===== src/rtl/ggt_pkg.sv =====
// ---------------------------------------------------------------------------
// ggt_pkg
//   Shared definitions for the GCD-core arbiter slice.
//   - GGT_WIDTH        : default operand/result width
//   - GGT_TIMEOUT_CYC  : default watchdog limit in BUSY cycles
//   - ggt_state_t      : arbiter FSM states
//   - wdog_width()     : watchdog counter width for a given timeout
// ---------------------------------------------------------------------------
package ggt_pkg;

  localparam int GGT_WIDTH       = 16;
  localparam int GGT_TIMEOUT_CYC = 1024;

  typedef enum logic [1:0] {
    IDLE  = 2'd0,
    START = 2'd1,
    BUSY  = 2'd2,
    DONE  = 2'd3
  } ggt_state_t;

  // The watchdog counts 0 .. timeout-1, so $clog2(timeout) bits suffice.
  // A degenerate timeout of 1 still needs a 1-bit counter.
  function automatic int wdog_width(input int timeout_cyc);
    return (timeout_cyc > 1) ? $clog2(timeout_cyc) : 1;
  endfunction

  localparam int GGT_WDOG_W = wdog_width(GGT_TIMEOUT_CYC);

endpackage


===== src/rtl/rr_select.sv =====
// ---------------------------------------------------------------------------
// rr_select
//   Combinational round-robin picker. Starting at slot ptr and wrapping
//   modulo N_REQ, returns the first requester whose req bit is set.
//
//   Ports:
//     req  in  N_REQ  : pending request vector
//     ptr  in  IDX_W  : slot with highest priority this round (< N_REQ)
//     gnt  out N_REQ  : one-hot pick (all zero when nothing pending)
//     idx  out IDX_W  : index of the picked slot
//     any  out 1      : at least one request pending
// ---------------------------------------------------------------------------
module rr_select #(
  parameter int N_REQ = 4,
  parameter int IDX_W = 2
) (
  input  logic [N_REQ-1:0] req,
  input  logic [IDX_W-1:0] ptr,
  output logic [N_REQ-1:0] gnt,
  output logic [IDX_W-1:0] idx,
  output logic             any
);

  // One extra bit so ptr + i (at most 2*N_REQ-2) never overflows before
  // the modulo wrap.
  logic [IDX_W:0] slot;

  always_comb begin
    gnt  = '0;
    idx  = '0;
    any  = 1'b0;
    slot = '0;
    for (int i = 0; i < N_REQ; i++) begin
      slot = {1'b0, ptr} + (IDX_W+1)'(i);
      if (slot >= (IDX_W+1)'(N_REQ)) begin
        slot = slot - (IDX_W+1)'(N_REQ);
      end
      if (!any && req[slot[IDX_W-1:0]]) begin
        any                   = 1'b1;
        gnt[slot[IDX_W-1:0]]  = 1'b1;
        idx                   = slot[IDX_W-1:0];
      end
    end
  end

endmodule


===== src/rtl/ggt_arbiter.sv =====
// ---------------------------------------------------------------------------
// ggt_arbiter
//   Shares one ggt_top GCD core between N_REQ requesters. A pending request
//   is picked round-robin in IDLE, its operands are latched, and the job is
//   either answered directly (an operand is zero) or handed to the core.
//   The result is returned to the granted requester with a one-cycle
//   done pulse. A watchdog aborts a job whose core never answers.
//
//   Ports:
//     clk             in  1           : clock, rising edge
//     rst_i           in  1           : synchronous reset, active low
//     req_i           in  N_REQ       : request per requester
//     zahl1_i         in  N_REQ*WIDTH : operand A, requester k at [k*WIDTH +: WIDTH]
//     zahl2_i         in  N_REQ*WIDTH : operand B, same packing
//     gnt_o           out N_REQ       : one-hot pulse, operands captured
//     done_o          out N_REQ       : one-hot pulse, result valid
//     ergebnis_o      out WIDTH       : result, valid with done_o
//     err_o           out 1           : watchdog abort flag, valid with done_o
//     ggt_start_o     out 1           : start pulse to the core
//     ggt_zahl1_o     out WIDTH       : operand A to the core
//     ggt_zahl2_o     out WIDTH       : operand B to the core
//     ggt_valid_i     in  1           : core result valid (level)
//     ggt_ergebnis_i  in  WIDTH       : core result
// ---------------------------------------------------------------------------
module ggt_arbiter
  import ggt_pkg::*;
#(
  parameter int N_REQ       = 4,
  parameter int WIDTH       = GGT_WIDTH,
  parameter int TIMEOUT_CYC = GGT_TIMEOUT_CYC
) (
  input  logic                   clk,
  input  logic                   rst_i,
  input  logic [N_REQ-1:0]       req_i,
  input  logic [N_REQ*WIDTH-1:0] zahl1_i,
  input  logic [N_REQ*WIDTH-1:0] zahl2_i,
  output logic [N_REQ-1:0]       gnt_o,
  output logic [N_REQ-1:0]       done_o,
  output logic [WIDTH-1:0]       ergebnis_o,
  output logic                   err_o,
  output logic                   ggt_start_o,
  output logic [WIDTH-1:0]       ggt_zahl1_o,
  output logic [WIDTH-1:0]       ggt_zahl2_o,
  input  logic                   ggt_valid_i,
  input  logic [WIDTH-1:0]       ggt_ergebnis_i
);

  localparam int IDX_W = (N_REQ > 1) ? $clog2(N_REQ) : 1;
  localparam int WD_W  = wdog_width(TIMEOUT_CYC);

  localparam logic [WD_W-1:0]  WD_LAST  = WD_W'(TIMEOUT_CYC - 1);
  localparam logic [IDX_W-1:0] IDX_LAST = IDX_W'(N_REQ - 1);

  ggt_state_t        state;
  logic [IDX_W-1:0]  ptr;
  logic [IDX_W-1:0]  sel_idx;
  logic [N_REQ-1:0]  sel_oh;
  logic [WIDTH-1:0]  opa;
  logic [WIDTH-1:0]  opb;
  logic              zero_f;
  logic              vld_p1;
  logic [WD_W-1:0]   wdog;

  logic [N_REQ-1:0]  pick_oh;
  logic [IDX_W-1:0]  pick_idx;
  logic              pick_any;
  logic [WIDTH-1:0]  pick_a;
  logic [WIDTH-1:0]  pick_b;
  logic              vld_rise;

  rr_select #(
    .N_REQ (N_REQ),
    .IDX_W (IDX_W)
  ) u_rr_select (
    .req (req_i),
    .ptr (ptr),
    .gnt (pick_oh),
    .idx (pick_idx),
    .any (pick_any)
  );

  // Operand mux driven by the one-hot pick, so no index arithmetic on
  // the wide packed buses.
  always_comb begin
    pick_a = '0;
    pick_b = '0;
    for (int i = 0; i < N_REQ; i++) begin
      if (pick_oh[i]) begin
        pick_a = zahl1_i[i*WIDTH +: WIDTH];
        pick_b = zahl2_i[i*WIDTH +: WIDTH];
      end
    end
  end

  // Only a fresh rising edge counts: a valid level still high from the
  // previous job must not complete the current one.
  assign vld_rise = ggt_valid_i & ~vld_p1;

  assign ggt_zahl1_o = opa;
  assign ggt_zahl2_o = opb;

  function automatic logic [IDX_W-1:0] next_ptr(input logic [IDX_W-1:0] idx);
    return (idx == IDX_LAST) ? '0 : idx + IDX_W'(1);
  endfunction

  always_ff @(posedge clk) begin
    if (!rst_i) begin
      state       <= IDLE;
      ptr         <= '0;
      sel_idx     <= '0;
      sel_oh      <= '0;
      opa         <= '0;
      opb         <= '0;
      zero_f      <= 1'b0;
      vld_p1      <= 1'b0;
      wdog        <= '0;
      gnt_o       <= '0;
      done_o      <= '0;
      ergebnis_o  <= '0;
      err_o       <= 1'b0;
      ggt_start_o <= 1'b0;
    end else begin
      vld_p1      <= ggt_valid_i;

      // All handshake outputs are single-cycle pulses.
      gnt_o       <= '0;
      done_o      <= '0;
      ergebnis_o  <= '0;
      err_o       <= 1'b0;
      ggt_start_o <= 1'b0;

      unique case (state)
        // ---- IDLE -> START: pick, capture operands, raise gnt/start ----
        IDLE: begin
          if (pick_any) begin
            sel_oh      <= pick_oh;
            sel_idx     <= pick_idx;
            opa         <= pick_a;
            opb         <= pick_b;
            zero_f      <= (pick_a == '0) || (pick_b == '0);
            gnt_o       <= pick_oh;
            // Start is decided here so it appears in the START cycle
            // together with gnt_o; zero jobs never touch the core.
            ggt_start_o <= (pick_a != '0) && (pick_b != '0);
            state       <= START;
          end
        end

        // ---- START -> DONE (zero bypass) or BUSY (core running) ----
        START: begin
          wdog <= '0;
          if (zero_f) begin
            // gcd(a,0) = a and gcd(0,0) = 0, i.e. simply a | b.
            done_o     <= sel_oh;
            ergebnis_o <= opa | opb;
            state      <= DONE;
          end else begin
            state      <= BUSY;
          end
        end

        // ---- BUSY -> DONE on core edge or watchdog expiry ----
        BUSY: begin
          if (vld_rise) begin
            done_o     <= sel_oh;
            ergebnis_o <= ggt_ergebnis_i;
            state      <= DONE;
          end else if (wdog == WD_LAST) begin
            done_o     <= sel_oh;
            err_o      <= 1'b1;
            state      <= DONE;
          end else begin
            wdog       <= wdog + WD_W'(1);
          end
        end

        // ---- DONE -> IDLE: served slot drops to lowest priority ----
        DONE: begin
          ptr   <= next_ptr(sel_idx);
          state <= IDLE;
        end

        default: begin
          state <= IDLE;
        end
      endcase
    end
  end

endmodule


===== config.mk =====
export PLATFORM = sky130hd
export DESIGN_NAME = ggt_arbiter
export DESIGN_NICKNAME = d
export VERILOG_FILES = /design/src/rtl/ggt_pkg.sv /design/src/rtl/rr_select.sv /design/src/rtl/ggt_arbiter.sv
export SDC_FILE = /design/constraint.sdc
export NUM_CORES = 1
export LEC_CHECK = 0
export CAP_MARGIN = 10
export CORE_UTILIZATION = 40
export CTS_BUF_LIST = sky130_fd_sc_hd__clkbuf_16
export CTS_CLUSTER_DIAMETER = 30
export DETAILED_ROUTE_END_ITERATION = 12
export PLACE_DENSITY = 0.78
export SLEW_MARGIN = 20
export SYNTH_ARGS = -nofsm -noshare
export SYNTH_HDL_FRONTEND = slang
export SYNTH_SLANG_ARGS = --single-unit

===== constraint.sdc =====
create_clock -name clk -period 4.75 [get_ports clk]
set_clock_uncertainty 0.05 [all_clocks]
set_input_delay 0.7125 -clock clk [delete_from_list [all_inputs] [get_ports clk]]
set_output_delay 0.7125 -clock clk [all_outputs]
set_load 0.02 [all_outputs]

==> Yosys cells after proc, flatten, opt, wreduce, memory -nomap -nowiden <==
Cells that the tools add are included.
{ "word_totals": {"regBits": 80, "latch_bits": 0, "mem_bits_rw": 0, "romBits": 0, "in_bits": 151, "word_cells": 132, "memories": 0} }
{ "op_classes": {"add_sub_neg": 9, "multipliers": 0, "div": 0, "magnitude_cmp": 12, "eq_ne": 9, "shift": 0, "muxes": 57, "bitwise_logic": 8, "reduce_logical": 23} }
{ "op_table": {"columns": ["operator", "count"], "rows": [
  ["$mux W16", 10],
  ["$logic_not A16 Y1", 2],
  ["$pmux W16 S2", 1],
  ["$reduce_bool A16 Y1", 2],
  ["$mux W4", 7],
  ["$mux W2", 12],
  ["$mux W10", 2],
  ["$pmux W10 S2", 1],
  ["$or A16 B16 Y16", 1],
  ["$mux W1", 14],
  ["$lt A2 B3 Y1 const B", 4],
  ["$or A4 B4 Y4", 3],
  ["$add A10 B1 Y10 const B", 1],
  ["$eq A10 B10 Y1 const B", 1],
  ["$ge A3 B3 Y1 const B", 3],
  ["$bmux W1 S2", 4],
  ["$demux W1 S2", 4],
  ["$ge A2 B1 Y1 const B", 4],
  ["$logic_and A1 B1 Y1", 8],
  ["$pmux W2 S4", 1],
  ["$pmux W4 S2", 1],
  ["$sub A2 B1 Y2 const B", 4],
  ["$add A2 B2 Y3 const B", 2],
  ["$eq A2 B2 Y1 const B", 3],
  ["other kinds (15)", 23]
]} }

==> Longest topological paths before layout <==
Gate-level depths: netlist of the first run.
{ "depth": {"word_depth": 20, "mapped_depth": 17, "depth_no_buf": 12} }

==> Cells and area by module <==
From an unflattened synthesis of the first run, not the netlist that was laid out.
{ "unflattened": {"hier_cells": 455, "hier_area_um2": 4151.5} }
{ "modules_own_cells": {"columns": ["module", "instances", "cells_per_inst", "area_per_inst_um2"], "rows": [
  ["ggt_arbiter", 1, 410, 3732.3],
  ["rr_select", 1, 45, 419.2]
]} }

==> Least setup slack after synthesis of the first run <==
OpenSTA, ideal clock, no wires.
{ "synth_timing": {"path_kind": "register to register", "startpoint": "register ptr[1]", "endpoint": "register zero_f", "setup_ps": 120, "t_arrival_ps": 3392, "required_ps": 4580, "path_slack_ps": 1188, "stages_incl_launch_ff": 17, "path_buffers": 4, "synth_period_minus_slack_ps": 3562, "cell_sequence": "dfxtp_1 -> buf_2 -> inv_1 -> ha_1 -> buf_6 -> mux2_2 -> and3_4 -> a2111oi_4 -> a2bb2oi_2 -> and2_4 -> buf_6 -> buf_6 -> a221oi_1 -> a2bb2oi_1 -> nand3_1 -> and4bb_1 -> o31a_1"} }
{ "synth_between": {"elab_chain_cells": 20} }
{ "synth_rtl": {"columns": ["item", "line", "rtl"], "rows": [
  ["start, declared", "ggt_arbiter.sv:55", "logic [IDX_W-1:0] ptr;"],
  ["start signal, assigned", "ggt_arbiter.sv:179", "ptr <= next_ptr(sel_idx);"],
  ["branches (longest 20 deep; another with $add A2 B1 Y3)", null, null],
  ["end signal, assigned", "ggt_arbiter.sv:140", "zero_f <= (pick_a == '0) || (pick_b == '0);"],
  ["end, declared", "ggt_arbiter.sv:60", "logic zero_f;"]
]} }
Parallel ways; which one is timed is not known. The select of a mux whose other input is x is not followed.
A chain may end at the register's enable or synchronous reset.

==> Worst setup path after layout of the first run <==
{ "layout_timing": {"startpoint": "input req_i[2]", "endpoint": "register zero_f"} }
{ "layout_between": {"elab_chain_cells": 18} }
{ "layout_rtl": {"columns": ["item", "line", "rtl"], "rows": [
  ["start, declared", "ggt_arbiter.sv:34", "input logic [N_REQ-1:0] req_i,"],
  ["$bmux W1 S2", "rr_select.sv:38", "if (!any && req[slot[IDX_W-1:0]]) begin"],
  ["$mux W1 (not written as such)", "rr_select.sv:38", null],
  ["$mux W1", "rr_select.sv:38", null],
  ["$logic_not A1 Y1", "rr_select.sv:38", null],
  ["$logic_and A1 B1 Y1", "rr_select.sv:38", null],
  ["$mux W1", "rr_select.sv:38", null],
  ["$logic_not A1 Y1", "rr_select.sv:38", null],
  ["$logic_and A1 B1 Y1", "rr_select.sv:38", null],
  ["$mux W1", "rr_select.sv:38", null],
  ["$logic_not A1 Y1", "rr_select.sv:38", null],
  ["$logic_and A1 B1 Y1", "rr_select.sv:38", null],
  ["$mux W4", "rr_select.sv:38", null],
  ["$mux W16 (4 in a row)", "ggt_arbiter.sv:88", "if (pick_oh[i]) begin"],
  ["$logic_not A16 Y1", "ggt_arbiter.sv:140", null],
  ["$logic_or A1 B1 Y1", "ggt_arbiter.sv:140", null]
]} }
Parallel ways exist; a longest one is shown, timed or not. The select of a mux whose other input is x is not followed.

==> results of run 1 <==
## power by group
part / switching, mW / total [mW] / internal (mW) / leakage [nW]
logic: 1.05 / 1.83 / 0.781 / 1.76
clock network: 0.282 / 0.694 / 0.412 / 0.147
registers: 0.140 / 0.977 / 0.837 / 0.654
## registers in the layout, indices dropped and copies added, names as in the netlist
| signal | flops |
|---|---|
| done_o | 4 |
| ergebnis_o | 16 |
| err_o | 1 |
| ggt_start_o | 1 |
| ggt_zahl1_o | 16 |
| ggt_zahl2_o | 16 |
| gnt_o | 4 |
| ptr | 2 |
| sel_idx | 2 |
| sel_oh | 4 |
| state | 2 |
| vld_p1 | 1 |
| wdog | 10 |
| zero_f | 1 |
## final cells by class
cell class                      count  area (um2)  area share [%]
Sequential cell                    80        1600            22.8
Clock inverter                      7        77.6            1.10
Clock buffer                        9         225            3.20
Tap cell                          140         175            2.49
Multi-Input combinational cell    419        2760            39.2
Timing Repair Buffer              218        2160            30.7
Inverter                           10        37.5           0.534
## final timing paths
kind / from / end / cells after the start
hold reg to reg: sel_oh[0] / done_o[0] / 1
setup / recovery: req_i[2] / zero_f / 11
hold / removal: sel_oh[0] / done_o[0] / 1
setup reg to reg: ptr[1] / zero_f / 12
## layout by cell type (no fill, tap or decap), types with 3 or more instances in the layout
cell and instances:
clkdlybuf4s50_1 208, nor2_1 85, dfxtp_1 80, a21oi_1 60, nand2_1 41, o21ai_0 34
a221o_1 21, a211oi_1 16, o221ai_1 15, ha_1 14, mux2i_1 10, nand4_1 10
buf_4 10, inv_1 9, clkbuf_16 9, nand2b_1 7, nand3_1 7, a221oi_1 7
nor4_1 6, and2_1 6, nor3_1 6, and3_1 5, or3_1 4, o22ai_1 4
o211ai_1 4, a221oi_2 4, o41ai_1 4, nand3b_1 3, mux2_2 3, nor2b_1 3
a2bb2oi_1 3, inv_6 3
## routing by layer
metal,wire (um),up-vias,GRT usage (%)
li1,-,2435,-
met1,6690,2371,33.9
met2,7970,265,45.2
met3,1480,27,8.01
met4,313,0,8.76
met5,0,-,0
## kinds of logic (layout without fill, tap and decap cells)
| family | Yosys count | in the layout | synth area share, % |
|---|---|---|---|
| compound gates | 192 | 192 | 30.5 |
| xor+xnor | 2 | 2 | 0.381 |
| fa+ha+maj | 14 | 14 | 3.81 |
| buf+inv | 54 | 244 | 5.82 |
| flops | 80 | 80 | 34.8 |
| mux | 18 | 18 | 4.98 |
| simple gates | 193 | 193 | 19.7 |
## through the flow
stage	total power, mW	std cells	hold WS, ns	utilization (%)
2_1_floorplan	2.11	553	0.381	-
3_3_place_gp	2.76	867	0.403	60.9
3_5_place_dp	2.79	867	0.416	60.9
4_1_cts	3.49	883	0.429	63.7
5_1_grt	3.71	883	0.449	63.8
6_report	3.50	883	0.431	63.8
==> flow_metrics.tcl, run 1 <==
set metrics [dict create \
    status "finished clean" \
    yosys.cell_count.top_type "nor2_1" \
    dpl.hpwl_mm 13.0 \
    pre_cts_slack_ns 0.159 \
    drt-initial-drc-count 375 \
    cp.required_ns 4.93 \
    ys_ff_latch 80 \
    ctsResizeCount 0 \
    io_buffers 208 \
    worstSetupPathType "in -> reg" \
    drc_errors 0 \
    setup_slack_ns 0.416 \
    cap_violations 0 \
    synth_area_leader_cell "dfxtp_1" \
    clkTransAtPathRegs_ns 0.06 \
    grt_pass1_wl_mm 24.7 \
    nets 903 \
    synth_edf_count 0 \
    period_share_pct 91.2 \
    holdBufCountCts 0 \
    die_h_um 109 \
    drive_gt1_share_pct 7.13 \
    antenna_found_initial 0 \
    arrival_ns 4.51 \
    reg2reg_slack_ns 0.60 \
    synth_top_area_share_pct 34.8 \
    start_kind "input port" \
    die_area_um2 11900 \
    row_count 38 \
    synth_area_leaders "dfxtp_1 35%, nor2_1 6.9%, a21oi_1 6.5%" \
    numCtsBuffers 9 \
    synth_area_um2 4600 \
    tightest_slew_ns 1.02 \
    dr_total_vias 5098 \
    slew_viol_final 0 \
    finalHoldViolCount 0 \
    peakVddDrop_uv 335 \
    syn_inst 553 \
    num-fill-cells 913 \
    synth_nets 718 \
    syn_avg_cell_area_um2 8.31 \
    fin_crit_ns 4.33 \
    synth_ff_type "dfxtp_1" \
    crit_path_top_delay_cell "clkdlybuf4s50_1" \
    die_x_um 109 \
    tns_ns 0 \
    num_io_pins 209 \
    max_stage_delay_ns 0.75 \
    cts-root-buf "clkbuf_16" \
    fin_area_um2 7030 \
    grt_max_degree 41 \
    seq_area_frac_synth_pct 34.8 \
    h-tree-depth 3 \
    viasPerCell 5.77 \
    p_leak_nw 2.56 \
    clkSinkCount 80 \
    synth_cell_types 62 \
    postRouteAntennaNets 0 \
    cp_top_family "simple AND/OR/NAND/NOR gates" \
    worstSkewPairLatency_ns 0.33 \
    post_cts_buffers 0 \
    drt-total-wl_mm 16.5 \
    fmax_mhz 231 \
    cts_tree "yes" \
    grt_usage_pct 27.3 \
    place.gp.congestion 0.952 \
    worstPathMaxFanout 32 \
    synth_common_cells "85 x nor2_1, 80 x dfxtp_1, 60 x a21oi_1, 41 x nand2_1, 34 x o21ai_0" \
    cp_num_buf_inv 1 \
    firstDrtPassIters 5 \
    rsz0062_at_grt "false" \
    async_reset_ff_share_pct 0 \
    core_area_um2 11000 \
    slew_headroom_pct 31.7 \
    clock_path_buffers 2 \
    wire_per_inst_um 18.6 \
    path_cells "clkdlybuf4s50_1, or3b_1, a2111oi_0, or3_1, o2bb2ai_1, and2_4, a221oi_1, nor2_1, o41ai_1, and4bb_1, o31a_1" \
    powerDensity_nw_per_um2 498 \
    ys_warn_count 0 \
    diodes 0 \
    grt_overflow 0 \
    hp-class "reg -> reg" \
    end_kind "flop" \
    start_util_pct 41.7 \
    place_area_um2 6720 \
    syn_to_final_growth_pct 53.0 \
    grt_pass1_vias 4850 \
    setup_viol 0 \
]
Note: power is estimated with default switching activity, not from simulation.
==> run 2: changes to the inputs <==
- CAP_MARGIN: 10 -> default
==> results of run 2 <==
Final layout, timing and power as in run 1 (identical DEF).
==> run 3: changes to the inputs <==
- SLEW_MARGIN: 20 -> default
==> run 3 against run 2 <==
Wire length down 0.24%. Global-route usage unchanged. Critical path depth unchanged. First-iteration DRC count up 14%. Via count down 0.12%. Core utilization down 0.11 points. Cell area down 0.18%. Cell count unchanged. Setup slack better by 0.025 ns. Register-to-register slack worse by 0.05 ns. Clock-buffer cell count unchanged. Die area unchanged.
==> flow_metrics.tcl, run 3 (same netlist as run 1, synthesis figures left out) <==
set metrics [dict create \
    grt_overflow 0 \
    setup_slack_ns 0.441 \
    nets 903 \
    core_area_um2 11000 \
    slew_viol_final 0 \
    fin_crit_ns 4.31 \
    hp-class "reg -> reg" \
    antenna_found_initial 0 \
    whs_ns 0.434 \
    tns_ns 0 \
    instances_no_fill 883 \
    syn_to_final_growth_pct 52.7 \
    p_leak_nw 2.56 \
    die_x_um 109 \
    setup_viol 0 \
    slew_headroom_pct 26.4 \
    clkTransAtPathRegs_ns 0.06 \
    dr_total_vias 5092 \
    grt_usage_pct 27.3 \
    worstPathMaxFanout 32 \
    die_h_um 109 \
    postRouteAntennaNets 0 \
    path_cells "clkdlybuf4s50_1, or3b_1, a2111oi_0, or3_1, o2bb2ai_1, and2_4, a221oi_1, nor2_1, o41ai_1, and4bb_1, o31a_1" \
    rsz0062_at_grt "false" \
    dpl.hpwl_mm 13.0 \
    clock_path_buffers 2 \
    drt-total-wl_mm 16.4 \
    tightest_slew_ns 1.10 \
    worstSkewPairLatency_ns 0.34 \
    row_count 38 \
    final_common_cell "clkdlybuf4s50_1" \
    ctsResizeCount 0 \
    cts-root-buf "clkbuf_16" \
    arrival_ns 4.49 \
    diodes 0 \
    clkSinkCount 80 \
    cp.required_ns 4.93 \
    gr-usage-met2_pct 45.2 \
    start_kind "input port" \
    wire_per_inst_um 18.6 \
    num_io_pins 209 \
    crit_path_top_delay_cell "clkdlybuf4s50_1" \
    worstSetupPathType "in -> reg" \
    powerDensity_nw_per_um2 499 \
    end_kind "flop" \
    firstDrtPassIters 5 \
    cap_violations 0 \
    fmax_mhz 232 \
    finalHoldViolCount 0 \
    cp_num_buf_inv 1 \
    drive_gt1_share_pct 7.13 \
    place.gp.congestion 0.952 \
    max_stage_delay_ns 0.75 \
    place_inst 867 \
    io_buffers 208 \
    holdBufCountCts 0 \
    grt_pass1_vias 4850 \
    grt_busiest_layer "met2" \
    drc_errors 0 \
    cts_tree "yes" \
    post_cts_buffers 0 \
    status "finished clean" \
    drt-initial-drc-count 426 \
    peakVddDrop_uv 333 \
    final_cell_mix "208 x clkdlybuf4s50_1, 85 x nor2_1, 80 x dfxtp_1" \
    numCtsBuffers 9 \
    grtUsageMet3_pct 8.01 \
    pre_cts_slack_ns 0.159 \
    start_util_pct 41.7 \
    period_share_pct 90.7 \
    grt_pass1_wl_mm 24.7 \
    die_area_um2 11900 \
    grt_max_degree 41 \
    use_met1_pct 33.9 \
    fin_util_pct 63.7 \
    cp_top_family "simple AND/OR/NAND/NOR gates" \
    h-tree-depth 3 \
    viasPerCell 5.77 \
]
-- run 3: power breakdown --
| group | internal, mW | switching (mW) |
|---|---|---|
| Sequential | 0.837 | 0.139 |
| Combinational | 0.780 | 1.05 |
| Clock | 0.412 | 0.283 |
| Total | 2.03 | 1.47 |
-- run 3: path summary, 6_finish.rpt --
kind	start	end	slack (ns)	depth (start not counted)
setup / recovery	req_i[2]	zero_f	0.44	11
hold / removal	wdog[5]	wdog[5]	0.43	2
setup reg to reg	ptr[1]	zero_f	0.55	12
hold reg to reg	wdog[5]	wdog[5]	0.43	2
-- run 3: stage by stage --
| stage | instance area, um2 | power (mW) |
|---|---|---|
| after floorplan | 4600 | 2.11 |
| after global placement | 6720 | 2.76 |
| after detailed placement | 6720 | 2.79 |
| after CTS | 7020 | 3.49 |
| after global routing | 7020 | 3.71 |
| final | 7020 | 3.50 |
-- run 3: layout make-up --
cell class | instances | area [um2]
clock buffer | 9 | 225
clock inverter | 7 | 77.6
fill | 913 | 4010
inverter | 10 | 37.5
multi-input combinational | 419 | 2750
sequential | 80 | 1600
tap | 140 | 175
timing repair buffer | 218 | 2160
-- run 3: worst register-to-register path, delay by kind of cell (launching register included) --
kind | cells | cell delay, ns
compound gates | 5 | 1.46
fa+ha+maj | 1 | 0.58
buf+inv | 3 | 0.53
flops | 1 | 0.33
mux | 1 | 0.63
simple gates | 2 | 0.52
-- run 3: metal layers --
metal | vias up | wire length (um)
li1 | 2435 | -
met1 | 2382 | 6700
met2 | 249 | 7910
met3 | 26 | 1500
met4 | 0 | 300
met5 | - | 0
